<file path="src/rtl/jt10_adpcm_enca_pkg.sv">
// Shared ADPCM-A constants: step table, index adaptation and encoder FSM encoding.
// These match the decoder so that the encoder's reconstruction tracks it exactly.
package jt10_adpcmA_pkg;

  localparam int ACC_W = 12;
  localparam int IDX_W = 6;

  typedef enum logic [2:0] {
    ST_IDLE,
    ST_DIFF,
    ST_SA2,
    ST_SA1,
    ST_SA0,
    ST_UPD,
    ST_EMIT
  } state_t;

  function automatic logic [11:0] step_lut(input logic [IDX_W-1:0] idx);
    logic [11:0] s;
    case (idx)
      6'd0:  s = 12'd16;   6'd1:  s = 12'd17;   6'd2:  s = 12'd19;   6'd3:  s = 12'd21;
      6'd4:  s = 12'd23;   6'd5:  s = 12'd25;   6'd6:  s = 12'd28;   6'd7:  s = 12'd31;
      6'd8:  s = 12'd34;   6'd9:  s = 12'd37;   6'd10: s = 12'd41;   6'd11: s = 12'd45;
      6'd12: s = 12'd50;   6'd13: s = 12'd55;   6'd14: s = 12'd60;   6'd15: s = 12'd66;
      6'd16: s = 12'd73;   6'd17: s = 12'd80;   6'd18: s = 12'd88;   6'd19: s = 12'd97;
      6'd20: s = 12'd107;  6'd21: s = 12'd118;  6'd22: s = 12'd130;  6'd23: s = 12'd143;
      6'd24: s = 12'd157;  6'd25: s = 12'd173;  6'd26: s = 12'd190;  6'd27: s = 12'd209;
      6'd28: s = 12'd230;  6'd29: s = 12'd253;  6'd30: s = 12'd279;  6'd31: s = 12'd307;
      6'd32: s = 12'd337;  6'd33: s = 12'd371;  6'd34: s = 12'd408;  6'd35: s = 12'd449;
      6'd36: s = 12'd494;  6'd37: s = 12'd544;  6'd38: s = 12'd598;  6'd39: s = 12'd658;
      6'd40: s = 12'd724;  6'd41: s = 12'd796;  6'd42: s = 12'd876;  6'd43: s = 12'd963;
      6'd44: s = 12'd1060; 6'd45: s = 12'd1166; 6'd46: s = 12'd1282; 6'd47: s = 12'd1411;
      default: s = 12'd1552;
    endcase
    return s;
  endfunction

  function automatic logic signed [4:0] idx_adj(input logic [2:0] m);
    logic signed [4:0] a;
    case (m)
      3'd4:    a = 5'sd2;
      3'd5:    a = 5'sd5;
      3'd6:    a = 5'sd7;
      3'd7:    a = 5'sd9;
      default: a = -5'sd1;
    endcase
    return a;
  endfunction

endpackage

</file>
<file path="src/rtl/jt10_adpcm_enca_if.sv">
// Control, PCM input and packed-byte output bundle of the ADPCM-A encoder.
interface jt10_adpcm_enca_if #(parameter int ADDR_W = 20);
  logic              start;
  logic [ADDR_W-1:0] start_addr;
  logic              flush;
  logic [15:0]       pcm_in;
  logic              pcm_valid;
  logic              pcm_ready;
  logic [7:0]        dout;
  logic [ADDR_W-1:0] dout_addr;
  logic              dout_valid;
  logic              dout_ready;
  logic              busy;
  logic [11:0]       recon;

  modport master (
    output start, start_addr, flush, pcm_in, pcm_valid, dout_ready,
    input  pcm_ready, dout, dout_addr, dout_valid, busy, recon
  );

  modport slave (
    input  start, start_addr, flush, pcm_in, pcm_valid, dout_ready,
    output pcm_ready, dout, dout_addr, dout_valid, busy, recon
  );
endinterface

</file>
<file path="src/rtl/jt10_adpcm_enca_quant.sv">
// One successive-approximation step plus the decoder-identical delta/clip/index update.
// Purely combinational; the caller sequences the stages and holds all state.
module jt10_adpcmA_quant
  import jt10_adpcmA_pkg::*;
(
  input  logic [12:0]             mag,
  input  logic [11:0]             step,
  input  logic [1:0]              stage_shift,
  input  logic [2:0]              m,
  input  logic                    sign,
  input  logic signed [ACC_W-1:0] acc,
  input  logic [IDX_W-1:0]        idx,
  output logic                    nib_bit,
  output logic [12:0]             mag_next,
  output logic signed [ACC_W-1:0] acc_next,
  output logic [IDX_W-1:0]        idx_next
);

  localparam logic signed [13:0] ACC_HI = 14'sd2047;
  localparam logic signed [13:0] ACC_LO = -14'sd2048;

  logic [12:0]        cmp;
  logic [15:0]        prod;
  logic [12:0]        delta;
  logic signed [13:0] acc_ext;
  logic signed [13:0] sum;
  logic signed [6:0]  idx_sum;

  always_comb begin
    cmp      = {1'b0, step} >> stage_shift;
    nib_bit  = (mag >= cmp);
    mag_next = nib_bit ? (mag - cmp) : mag;

    prod    = {12'd0, m, 1'b1} * {4'd0, step};
    delta   = 13'(prod >> 3);
    acc_ext = $signed({{2{acc[ACC_W-1]}}, acc});
    sum     = sign ? (acc_ext - $signed({1'b0, delta})) : (acc_ext + $signed({1'b0, delta}));

    if (sum > ACC_HI)      acc_next = ACC_HI[ACC_W-1:0];
    else if (sum < ACC_LO) acc_next = ACC_LO[ACC_W-1:0];
    else                   acc_next = sum[ACC_W-1:0];

    idx_sum = $signed({1'b0, idx}) + 7'(idx_adj(m));
    if (idx_sum < 7'sd0)       idx_next = '0;
    else if (idx_sum > 7'sd48) idx_next = 6'd48;
    else                       idx_next = idx_sum[IDX_W-1:0];
  end

endmodule

</file>
<file path="src/rtl/jt10_adpcm_enca.sv">
// ADPCM-A encoder: 16-bit PCM in, two 4-bit nibbles packed per byte at incrementing ROM addresses.
// Six cycles per sample; pcm_ready drops while encoding or while a byte waits on dout_ready.
module jt10_adpcm_enca
  import jt10_adpcmA_pkg::*;
#(
  parameter int ADDR_W   = 20,
  parameter int IN_SHIFT = 4
) (
  input logic               clk,
  input logic               rst,
  jt10_adpcm_enca_if.slave  bus
);

  state_t                  state, state_nx;
  logic signed [ACC_W-1:0] acc, target, recon_q;
  logic [IDX_W-1:0]        idx;
  logic                    half, flush_pend, ready_q, dout_valid_q, sign;
  logic [7:0]              dout_q;
  logic [ADDR_W-1:0]       addr_q;
  logic [12:0]             mag;
  logic [ACC_W:0]          diff;
  logic [2:0]              m;
  logic [1:0]              sa_shift;
  logic [11:0]             step;
  logic                    accept, flush_now;

  logic                    nib_bit;
  logic [12:0]             mag_next;
  logic signed [ACC_W-1:0] acc_next;
  logic [IDX_W-1:0]        idx_next;

  assign step      = step_lut(idx);
  assign accept    = bus.pcm_valid && ready_q;
  assign flush_now = (bus.flush || flush_pend) && half;
  assign diff      = {target[ACC_W-1], target} - {acc[ACC_W-1], acc};

  jt10_adpcmA_quant u_quant (
    .mag        (mag),
    .step       (step),
    .stage_shift(sa_shift),
    .m          (m),
    .sign       (sign),
    .acc        (acc),
    .idx        (idx),
    .nib_bit    (nib_bit),
    .mag_next   (mag_next),
    .acc_next   (acc_next),
    .idx_next   (idx_next)
  );

  always_comb begin
    state_nx = state;
    sa_shift = 2'd0;
    case (state)
      ST_IDLE: begin
        if (accept)         state_nx = ST_DIFF;
        else if (flush_now) state_nx = ST_EMIT;
      end
      ST_DIFF: state_nx = ST_SA2;
      ST_SA2:  begin sa_shift = 2'd0; state_nx = ST_SA1; end
      ST_SA1:  begin sa_shift = 2'd1; state_nx = ST_SA0; end
      ST_SA0:  begin sa_shift = 2'd2; state_nx = ST_UPD; end
      ST_UPD:  state_nx = half ? ST_EMIT : ST_IDLE;
      ST_EMIT: if (bus.dout_ready) state_nx = ST_IDLE;
      default: state_nx = ST_IDLE;
    endcase
    if (bus.start) state_nx = ST_IDLE;
  end

  always_ff @(posedge clk) begin
    if (rst) state <= ST_IDLE;
    else     state <= state_nx;
  end

  always_ff @(posedge clk) begin
    if (rst) begin
      acc <= '0; idx <= '0; half <= 1'b0; target <= '0; mag <= '0; sign <= 1'b0;
      m <= '0; flush_pend <= 1'b0; ready_q <= 1'b0; dout_q <= '0;
      dout_valid_q <= 1'b0; addr_q <= '0; recon_q <= '0;
    end else if (bus.start) begin
      acc <= '0; idx <= '0; half <= 1'b0; dout_valid_q <= 1'b0;
      addr_q <= bus.start_addr; flush_pend <= 1'b0; recon_q <= '0; ready_q <= 1'b1;
    end else begin
      ready_q <= (state_nx == ST_IDLE);
      if (bus.flush && state != ST_IDLE) flush_pend <= 1'b1;
      case (state)
        ST_IDLE: begin
          // A sample offered alongside a flush wins; the flush then waits for the next IDLE.
          if (accept) begin
            target     <= ACC_W'($signed(bus.pcm_in) >>> IN_SHIFT);
            flush_pend <= flush_pend | bus.flush;
          end else begin
            flush_pend <= 1'b0;
            if (flush_now) begin
              dout_q[3:0]  <= 4'h0;
              dout_valid_q <= 1'b1;
              half         <= 1'b0;
            end
          end
        end
        ST_DIFF: begin
          sign <= diff[ACC_W];
          mag  <= diff[ACC_W] ? (13'd0 - diff) : diff;
          m    <= '0;
        end
        ST_SA2: begin m[2] <= nib_bit; mag <= mag_next; end
        ST_SA1: begin m[1] <= nib_bit; mag <= mag_next; end
        ST_SA0: begin m[0] <= nib_bit; mag <= mag_next; end
        ST_UPD: begin
          acc     <= acc_next;
          idx     <= idx_next;
          recon_q <= acc_next;
          if (!half) begin
            dout_q[7:4] <= {sign, m};
            half        <= 1'b1;
          end else begin
            dout_q[3:0]  <= {sign, m};
            dout_valid_q <= 1'b1;
            half         <= 1'b0;
          end
        end
        ST_EMIT: begin
          if (bus.dout_ready) begin
            dout_valid_q <= 1'b0;
            addr_q       <= addr_q + 1'b1;
          end
        end
        default: ;
      endcase
    end
  end

  assign bus.pcm_ready  = ready_q;
  assign bus.dout       = dout_q;
  assign bus.dout_addr  = addr_q;
  assign bus.dout_valid = dout_valid_q;
  assign bus.busy       = (state != ST_IDLE) || dout_valid_q;
  assign bus.recon      = recon_q;

endmodule
</file>
<file path="src/flat_wrapper.sv">
// flat-port wrapper written by rule: the top's interface ports become plain ports
module jt10_adpcm_enca_flat import jt10_adpcmA_pkg::*;
#(
  parameter int ADDR_W   = 20,
  parameter int IN_SHIFT = 4
)
  (clk, rst, bus_start, bus_start_addr, bus_flush, bus_pcm_in, bus_pcm_valid, bus_dout_ready, bus_pcm_ready, bus_dout, bus_dout_addr, bus_dout_valid, bus_busy, bus_recon);
  jt10_adpcm_enca_if #(.ADDR_W(ADDR_W)) bus_i ();
  input logic clk;
  input logic rst;
  input wire logic [$bits(bus_i.start)-1:0] bus_start;
  input wire logic [$bits(bus_i.start_addr)-1:0] bus_start_addr;
  input wire logic [$bits(bus_i.flush)-1:0] bus_flush;
  input wire logic [$bits(bus_i.pcm_in)-1:0] bus_pcm_in;
  input wire logic [$bits(bus_i.pcm_valid)-1:0] bus_pcm_valid;
  input wire logic [$bits(bus_i.dout_ready)-1:0] bus_dout_ready;
  output wire logic [$bits(bus_i.pcm_ready)-1:0] bus_pcm_ready;
  output wire logic [$bits(bus_i.dout)-1:0] bus_dout;
  output wire logic [$bits(bus_i.dout_addr)-1:0] bus_dout_addr;
  output wire logic [$bits(bus_i.dout_valid)-1:0] bus_dout_valid;
  output wire logic [$bits(bus_i.busy)-1:0] bus_busy;
  output wire logic [$bits(bus_i.recon)-1:0] bus_recon;
  assign bus_i.start = bus_start;
  assign bus_i.start_addr = bus_start_addr;
  assign bus_i.flush = bus_flush;
  assign bus_i.pcm_in = bus_pcm_in;
  assign bus_i.pcm_valid = bus_pcm_valid;
  assign bus_i.dout_ready = bus_dout_ready;
  assign bus_pcm_ready = bus_i.pcm_ready;
  assign bus_dout = bus_i.dout;
  assign bus_dout_addr = bus_i.dout_addr;
  assign bus_dout_valid = bus_i.dout_valid;
  assign bus_busy = bus_i.busy;
  assign bus_recon = bus_i.recon;
  jt10_adpcm_enca #(.ADDR_W(ADDR_W), .IN_SHIFT(IN_SHIFT)) u_core (.clk(clk), .rst(rst), .bus(bus_i));
endmodule
</file>
<file path="config.mk">
export PLATFORM = sky130hd
export DESIGN_NAME = jt10_adpcm_enca_flat
export DESIGN_NICKNAME = d
export VERILOG_FILES = /design/src/rtl/jt10_adpcm_enca_pkg.sv /design/src/rtl/jt10_adpcm_enca_if.sv /design/src/rtl/jt10_adpcm_enca_quant.sv /design/src/rtl/jt10_adpcm_enca.sv /design/src/flat_wrapper.sv
export SDC_FILE = /design/constraint.sdc
export NUM_CORES = 1
export LEC_CHECK = 0
export BUFFER_PORTS_ARGS = -buffer_cell sky130_fd_sc_hd__buf_2
export CORE_ASPECT_RATIO = 0.75
export CORE_MARGIN = 2
export CORE_UTILIZATION = 40
export CTS_BUF_LIST = sky130_fd_sc_hd__clkbuf_4 sky130_fd_sc_hd__clkbuf_8 sky130_fd_sc_hd__clkbuf_16
export DETAILED_ROUTE_END_ITERATION = 12
export PLACE_DENSITY_LB_ADDON = 0.05
export SYNTH_ARGS = -nofsm -noshare
export SYNTH_HDL_FRONTEND = slang
export SYNTH_SLANG_ARGS = --single-unit
</file>
<file path="constraint.sdc">
create_clock -name clk -period 7.2 [get_ports clk]
set_input_delay 1.44 -clock clk [delete_from_list [all_inputs] [get_ports clk]]
set_output_delay 1.44 -clock clk [all_outputs]
set_load 0.01 [all_outputs]
</file>
==> flow_metrics.py, run 1 <==
metrics = {
    "timing": {
        "period_needed_ns": 6.69,
        "setup_viol": 0,
        "rsz0062_at_grt": "no",
        "slew_violations": 0,
        "max_slew_margin": 0.337,
        "finalWorstSetupSlack_ns": 0.515,
        "skew_ns": 0.00725,
        "max_freq_mhz": 150,
        "hold_viol_final": 0,
        "finalSetupTns_ns": 0,
        "period_share": 0.928,
        "worstMarginPinSlew_ns": 0.992,
    },
    "flow_run": {
        "cap_violations": 0,
    },
    "clocking": {
        "post-cts-setup-buffers": 0,
        "clock_latency_ns": 0.36,
        "cts_sinks": 93,
        "cts-buffers-inserted": 9,
        "cts_htree_levels": 3,
        "clk_pin_slew_ns": 0.07,
        "cts_tree": "yes",
        "root_buffer": "clkbuf_16",
        "clk_path_buf_depth": 2,
    },
    "synthesis": {
        "yosys_register_bits": 93,
        "async_flop_share": 0,
        "synthFlopType": "dfxtp_1",
        "synth.cell_area_um2": 8870,
        "ys_types": 77,
        "synth-edff-count": 0,
        "syn_area_per_cell_um2": 7.57,
        "syn-num-nets": 1303,
        "postSynthCellCount": 1172,
        "synth_seq_area_share": 0.210,
        "synth_warnings": 0,
    },
    "layout": {
        "n_antenna_cell": 0,
        "fin_util": 0.448,
        "fin_nets": 1350,
        "area_growth_pct": 10.7,
        "final_layout_size_suffix_gt1_frac": 0.110,
        "instances_no_fill": 1517,
    },
    "routing": {
        "wl_per_cell_um": 16.3,
        "via_count": 8443,
        "vias_per_cell": 5.57,
        "drt_pass1_iterations": 5,
        "drt-initial-drc-count": 584,
        "finalWirelength_mm": 24.7,
        "detail-route-antenna-nets": 0,
        "route.detailed.drc": 0,
    },
    "setup_path": {
        "r2r_setup_slack_ns": 0.51,
        "critPathLaunchType": "flip-flop",
        "worst_setup_path_end_kind": "flip-flop",
        "crit_family": "compound AO/OA/AOI/OAI gates",
        "rr_endpoint": "u_core.acc[1]$_SDFFE_PP0N_",
        "cp_num_buf_inv": 4,
        "critPathRequiredTime_ns": 7.46,
        "cpPeakStageDelay_ns": 0.54,
        "r2r_start": "u_core.m[2]$_SDFFE_PP0P_",
        "cpMaxStageDelayCell": "fa_1",
        "critPathKind": "flip-flop to flip-flop",
        "reg2reg_depth": 25,
        "worstPathMaxFanout": 11,
        "critPathMostFrequentCell": "inv_1",
        "crit_arrival_ns": 6.94,
    },
    "pwr": {
        "total_power_w": 0.00122,
        "ir_worst_vdd_mv": 0.109,
        "leakagePower_nw": 4.27,
        "power_density_nw_per_um2": 124,
    },
    "worst_hold_path": {
        "hp-class": "flip-flop to flip-flop",
        "worstHoldStart": "u_core.bus.dout[2]$_SDFFE_PP0P_",
        "holdPathStages": 2,
        "holdPathEnd": "u_core.bus.dout[2]$_SDFFE_PP0P_",
    },
    "placement": {
        "gp_congestion": 0.866,
        "io_buffers": 80,
        "post-dp-hpwl_mm": 18.4,
        "dp_slack_ns": 0.352,
        "dp.cells": 1502,
    },
    "floorplanning": {
        "num_rows": 47,
        "die_area_um2": 23400,
        "core_um2": 21900,
        "die-height_um": 133,
        "start_util": 0.405,
        "die_w_um": 176,
        "io_pins": 85,
    },
    "global_route": {
        "grt_pass1_wl_mm": 40.8,
        "antenna_found_initial": 0,
        "grt_max_degree": 62,
        "grtUsageTotal": 0.214,
        "first_global_vias": 7848,
        "grt-ovfl-total": 0,
    },
    "outcome": {
        "status": "finished, final reports clean",
    },
}
==> placed cells by master, fill, tap and decap left out, drive strengths merged, types with 26 or more instances in the layout <==
| master | netlist | routed |
|---|---|---|
| nand2 | 101 | 101 |
| buf | 12 | 96 |
| o21ai | 45 | 45 |
| dfxtp | 93 | 93 |
| ha | 67 | 67 |
| mux2i | 29 | 29 |
| nand3 | 39 | 39 |
| a21oi | 97 | 97 |
| inv | 77 | 79 |
| xnor2 | 31 | 31 |
| xor2 | 37 | 37 |
| nor3 | 26 | 26 |
| nor2 | 139 | 139 |
==> worst max path at each step <==
stage,from,endpoint,slack [ns],depth (start not counted)
after floorplan,u_core.m[2]$_SDFFE_PP0P_,u_core.acc[1]$_SDFFE_PP0N_,0.73,27
after global routing,u_core.m[2]$_SDFFE_PP0P_,u_core.acc[1]$_SDFFE_PP0N_,0.07,25
after global placement,u_core.m[2]$_SDFFE_PP0P_,u_core.acc[1]$_SDFFE_PP0N_,0.39,25
after detailed placement,u_core.m[2]$_SDFFE_PP0P_,u_core.acc[1]$_SDFFE_PP0N_,0.35,25
after CTS,u_core.m[2]$_SDFFE_PP0P_,u_core.acc[1]$_SDFFE_PP0N_,0.34,25
final,u_core.m[2]$_SDFFE_PP0P_,u_core.acc[1]$_SDFFE_PP0N_,0.51,25
==> registers in the layout, indices dropped and copies added (netlist names) <==
| name | flops |
|---|---|
| u_core.acc | 12 |
| u_core.bus.dout | 8 |
| u_core.bus.dout_addr | 20 |
| u_core.bus.dout_valid | 1 |
| u_core.bus.pcm_ready | 1 |
| u_core.flush_pend | 1 |
| u_core.half | 1 |
| u_core.idx | 6 |
| u_core.m | 3 |
| u_core.mag | 13 |
| u_core.sign | 1 |
| u_core.state | 3 |
| u_core.step | 11 |
| u_core.target | 12 |
==> power by group <==
| group | internal [W] | leakage [nW] | switching [W] |
|---|---|---|---|
| logic | 0.0000711 | 3.36 | 0.000109 |
| clock network | 0.000274 | 0.148 | 0.000225 |
| registers | 0.000525 | 0.754 | 0.0000114 |
| total | 0.000870 | 4.27 | 0.000345 |
==> area by class of cell <==
class	instances	area, um2
well taps	294	368
repair buffers	96	520
inverters	77	289
flip-flops and latches	93	1860
clock buffers	10	233
multi-input cells	942	6490
clock inverters	5	60.1
fillers	2263	12100
==> cell families after synthesis <==
kind of cell / Yosys count / synth area share
buffers and inverters: 137 / 0.0606
DFF: 93 / 0.210
muxes: 29 / 0.0327
AOI/OAI and AO/OA: 334 / 0.258
adders and majority gates: 89 / 0.144
xor gates and xnor gates: 69 / 0.0698
and+or+nand+nor: 421 / 0.225
==> cell usage after synthesis (all sizes together) (9+ instances only) <==
cell type / number / area share
a211oi: 13 / 0.011
a21boi: 11 / 0.0093
a21o: 13 / 0.011
a21oi: 97 / 0.055
a221oi: 10 / 0.012
a22oi: 14 / 0.012
a31oi: 15 / 0.011
and2: 25 / 0.018
and3: 18 / 0.013
buf: 12 / 0.0076
clkbuf: 48 / 0.020
dfxtp: 93 / 0.21
fa: 22 / 0.050
ha: 67 / 0.094
inv: 77 / 0.033
mux2i: 29 / 0.033
nand2: 101 / 0.043
nand2b: 10 / 0.0070
nand3: 39 / 0.022
nand4: 10 / 0.0070
nor2: 139 / 0.059
nor2b: 12 / 0.0085
nor3: 26 / 0.015
o211ai: 19 / 0.016
o21a: 10 / 0.0085
o21ai: 45 / 0.025
o22ai: 15 / 0.011
or3: 9 / 0.0069
xnor2: 31 / 0.031
xor2: 37 / 0.037
==> through the flow <==
step	hold slack [ns]	cell area (um2)
floorplan	0.432	8870
global placement	0.444	9510
detailed placement	0.443	9510
CTS	0.459	9810
global route	0.463	9820
finish	0.452	9820
==> layer usage <==
layer  part of all wire  vias to the layer above  global-route usage
li1                   -                     4302                   -
met1               0.52                     3893               0.319
met4             0.0098                        0              0.0386
met2               0.41                      225               0.320
met5                  0                        -                   0
met3              0.055                       23              0.0440
==> repair_timing <==
action	4_1_cts	5_1_grt
hold endpoints to repair	0	0
hold buffers	0	0
setup endpoints to repair	0	11
resized for setup	0	2
==> worst reg2reg max path, cell delays in order (launching register included) <==
cell and delay (ns):
dfxtp_1 0.39, buf_4 0.21, and2_1 0.16, fa_1 0.54, inv_1 0.06, fa_1 0.51, inv_1 0.05, ha_1 0.36
and4_1 0.24, a32o_2 0.26, o211a_1 0.24, or3_4 0.35, a2111oi_4 0.43, nor2_1 0.09, xor2_1 0.18, ha_1 0.33
inv_1 0.11, nor2_1 0.06, o21a_1 0.17, o2bb2ai_2 0.28, o21ai_0 0.14, a21oi_1 0.30, xnor3_2 0.44, or2_1 0.28
and3_1 0.21, a32o_1 0.20
Power figures use the tool's default switching activity.
==> run 2, diff against run 1 <==
--- a/config.mk
+++ b/config.mk
@@ -8,7 +8,7 @@
 export BUFFER_PORTS_ARGS = -buffer_cell sky130_fd_sc_hd__buf_2
 export CORE_ASPECT_RATIO = 0.75
 export CORE_MARGIN = 2
-export CORE_UTILIZATION = 40
+export CORE_UTILIZATION = 30
 export CTS_BUF_LIST = sky130_fd_sc_hd__clkbuf_4 sky130_fd_sc_hd__clkbuf_8 sky130_fd_sc_hd__clkbuf_16
 export DETAILED_ROUTE_END_ITERATION = 12
 export PLACE_DENSITY_LB_ADDON = 0.05
==> run 2 against run 1 <==
Compared with the run above: wire length is 9.4% higher; critical path depth stayed put; clock-buffer cell count stayed put; largest power group unchanged; first-iteration DRC count is 0.34% higher; critical path type unchanged; total power is 1.1% higher; combinational power is 2% higher; clock skew hardly changed.
==> flow_metrics.py, run 2 (synthesis results as in run 1) <==
metrics = {
    "timing": {
        "setup_viol": 0,
        "max_freq_mhz": 148,
        "period_needed_ns": 6.77,
        "period_share": 0.940,
        "rsz0062_at_grt": "no",
        "max_slew_margin": 0.274,
        "skew_ns": 0.00701,
        "hold_viol_final": 0,
        "worstMarginPinSlew_ns": 1.09,
        "finalSetupTns_ns": 0,
        "slew_violations": 0,
    },
    "pwr": {
        "internal_power_w": 0.000871,
        "ir_worst_vdd_mv": 0.107,
        "power_density_nw_per_um2": 124,
        "leakagePower_nw": 4.28,
        "p_clk_frac": 0.414,
        "swShare": 0.292,
        "seqPwrFrac": 0.436,
        "p_comb_frac": 0.150,
        "power.switching_w": 0.000359,
    },
    "global_route": {
        "grtUsageMet1": 0.263,
        "grtUsageTotal": 0.175,
        "first_global_vias": 7835,
        "grt.busiest_layer": "met1",
        "grt-ovfl-total": 0,
        "use_met3": 0.0352,
        "grt_max_degree": 62,
        "grt_util_met2": 0.254,
        "grt_pass1_wl_mm": 43.5,
        "antenna_found_initial": 1,
    },
    "layout": {
        "layout_commonest_cell": "nor2_1",
        "area_growth_pct": 12.1,
        "stdcell_area_um2": 9950,
        "largest_reg_flops": 20,
        "final_cell_mix": "139 x nor2_1, 100 x nand2_1, 96 x a21oi_1, 93 x dfxtp_1, 80 x buf_2",
        "fin_nets": 1352,
        "final_layout_size_suffix_gt1_frac": 0.112,
        "n_antenna_cell": 0,
    },
    "floorplanning": {
        "num_rows": 54,
        "die_area_um2": 31000,
        "die_w_um": 203,
        "start_util": 0.305,
        "die-height_um": 153,
        "core_um2": 29100,
        "io_pins": 85,
    },
    "routing": {
        "vias_per_cell": 5.14,
        "drt_pass1_iterations": 8,
        "via_count": 8309,
        "detail-route-antenna-nets": 0,
        "finalWirelength_mm": 27.0,
        "route.detailed.drc": 0,
        "wl_per_cell_um": 16.7,
        "drt-initial-drc-count": 586,
    },
    "setup_path": {
        "rr_endpoint": "u_core.acc[1]$_SDFFE_PP0N_",
        "worstPathMaxFanout": 10,
        "r2r_setup_slack_ns": 0.43,
        "worst_setup_path_end_kind": "flip-flop",
        "reg2reg_depth": 25,
        "critPathRequiredTime_ns": 7.46,
        "critPathKind": "flip-flop to flip-flop",
        "crit_arrival_ns": 7.03,
        "r2r_start": "u_core.m[2]$_SDFFE_PP0P_",
        "critPathLaunchType": "flip-flop",
    },
    "clocking": {
        "cts_sinks": 93,
        "clock_latency_ns": 0.37,
        "clk_pin_slew_ns": 0.07,
        "cts-buffers-inserted": 9,
        "clk_path_buf_depth": 2,
        "cts_htree_levels": 3,
        "root_buffer": "clkbuf_16",
        "cts_tree": "yes",
    },
    "worst_hold_path": {
        "hp-class": "flip-flop to flip-flop",
        "holdPathStages": 2,
        "worstHoldStart": "u_core.bus.dout[1]$_SDFFE_PP0P_",
        "holdPathEnd": "u_core.bus.dout[1]$_SDFFE_PP0P_",
    },
    "placement": {
        "postPlaceCellArea_um2": 9650,
        "gp_congestion": 0.829,
        "io_buffers": 80,
        "post-dp-hpwl_mm": 20.3,
    },
    "flow_run": {
        "cap_violations": 0,
    },
    "outcome": {
        "status": "finished, final reports clean",
    },
}
run 2: cell count changes in the layout (fill, tap and decap cells not counted):
cell | before | now
buf_4 | 16 | 18
a21oi_2 | 0 | 1
a21oi_4 | 1 | 0
run 2: stage by stage:
stage                     power, W   util  hold slack, ns  setup slack [ns]  instances
after CTS                  0.00125  0.341           0.461             0.270       1617
after floorplan           0.000674      -           0.432             0.730       1172
after global routing       0.00129  0.342           0.481            0.0598       1617
after global placement    0.000733  0.331           0.443             0.303       1602
final                      0.00123  0.342           0.455             0.434       1617
after detailed placement  0.000731  0.331           0.445             0.311       1602
run 2: area by class of cell:
cell class              count  area (um2)
fillers                  3148       19200
multi-input cells         942        6480
flip-flops and latches     93        1860
repair buffers             98         536
well taps                 392         490
inverters                  77         289
clock buffers              10         233
clock inverters             5        60.1
run 2: worst max path at each step:
stage	start	slack, ns	end	cells past startpoint
finish	u_core.m[2]$_SDFFE_PP0P_	0.43	u_core.acc[1]$_SDFFE_PP0N_	25
global route	u_core.m[1]$_SDFFE_PP0P_	0.06	u_core.acc[1]$_SDFFE_PP0N_	24
global placement	u_core.m[2]$_SDFFE_PP0P_	0.30	u_core.acc[1]$_SDFFE_PP0N_	25
detailed placement	u_core.m[2]$_SDFFE_PP0P_	0.31	u_core.acc[1]$_SDFFE_PP0N_	25
floorplan	u_core.m[2]$_SDFFE_PP0P_	0.73	u_core.acc[1]$_SDFFE_PP0N_	27
CTS	u_core.m[2]$_SDFFE_PP0P_	0.27	u_core.acc[1]$_SDFFE_PP0N_	25
run 2: layer usage:
layer  part of all wire  wire, um  up-vias
li1                   -         -     4309
met1               0.54     14500     3816
met2               0.41     11000      163
met3              0.043      1160       21
met4              0.013       354        0
met5                  0         0        -
run 2: power groups by stage:
| stage | clock network (W) | registers [W] | logic [W] |
|---|---|---|---|
| 3_5_place_dp | 0 | 0.000548 | 0.000183 |
| 2_1_floorplan | 0 | 0.000548 | 0.000126 |
| 3_3_place_gp | 0 | 0.000548 | 0.000185 |
| 6_report | 0.000509 | 0.000536 | 0.000184 |
| 5_1_grt | 0.000548 | 0.000538 | 0.000207 |
| 4_1_cts | 0.000531 | 0.000536 | 0.000185 |
run 2: critical path, stage by stage, from the launching register on:
cell       delay (ns)
dfxtp_1          0.32
buf_4            0.17
and2_1           0.16
fa_1             0.53
inv_1            0.05
fa_1             0.50
inv_1            0.04
ha_1             0.35
a21o_1           0.23
a32o_2           0.31
o211a_1          0.25
or3_4            0.35
a2111oi_4        0.44
nor2_1           0.09
xor2_1           0.17
ha_1             0.35
inv_1            0.12
nor2_1           0.05
o21a_1           0.17
o2bb2ai_2        0.29
o21ai_0          0.13
a21oi_1          0.28
xnor3_2          0.43
or2_1            0.39
and3_1           0.27
a32o_1           0.20
run 2: timing repair:
item | 4_1_cts | 5_1_grt
setup endpoints to repair | 0 | 2
resized for setup | 0 | 1
setup buffers | 0 | 0
hold buffers | 0 | 0
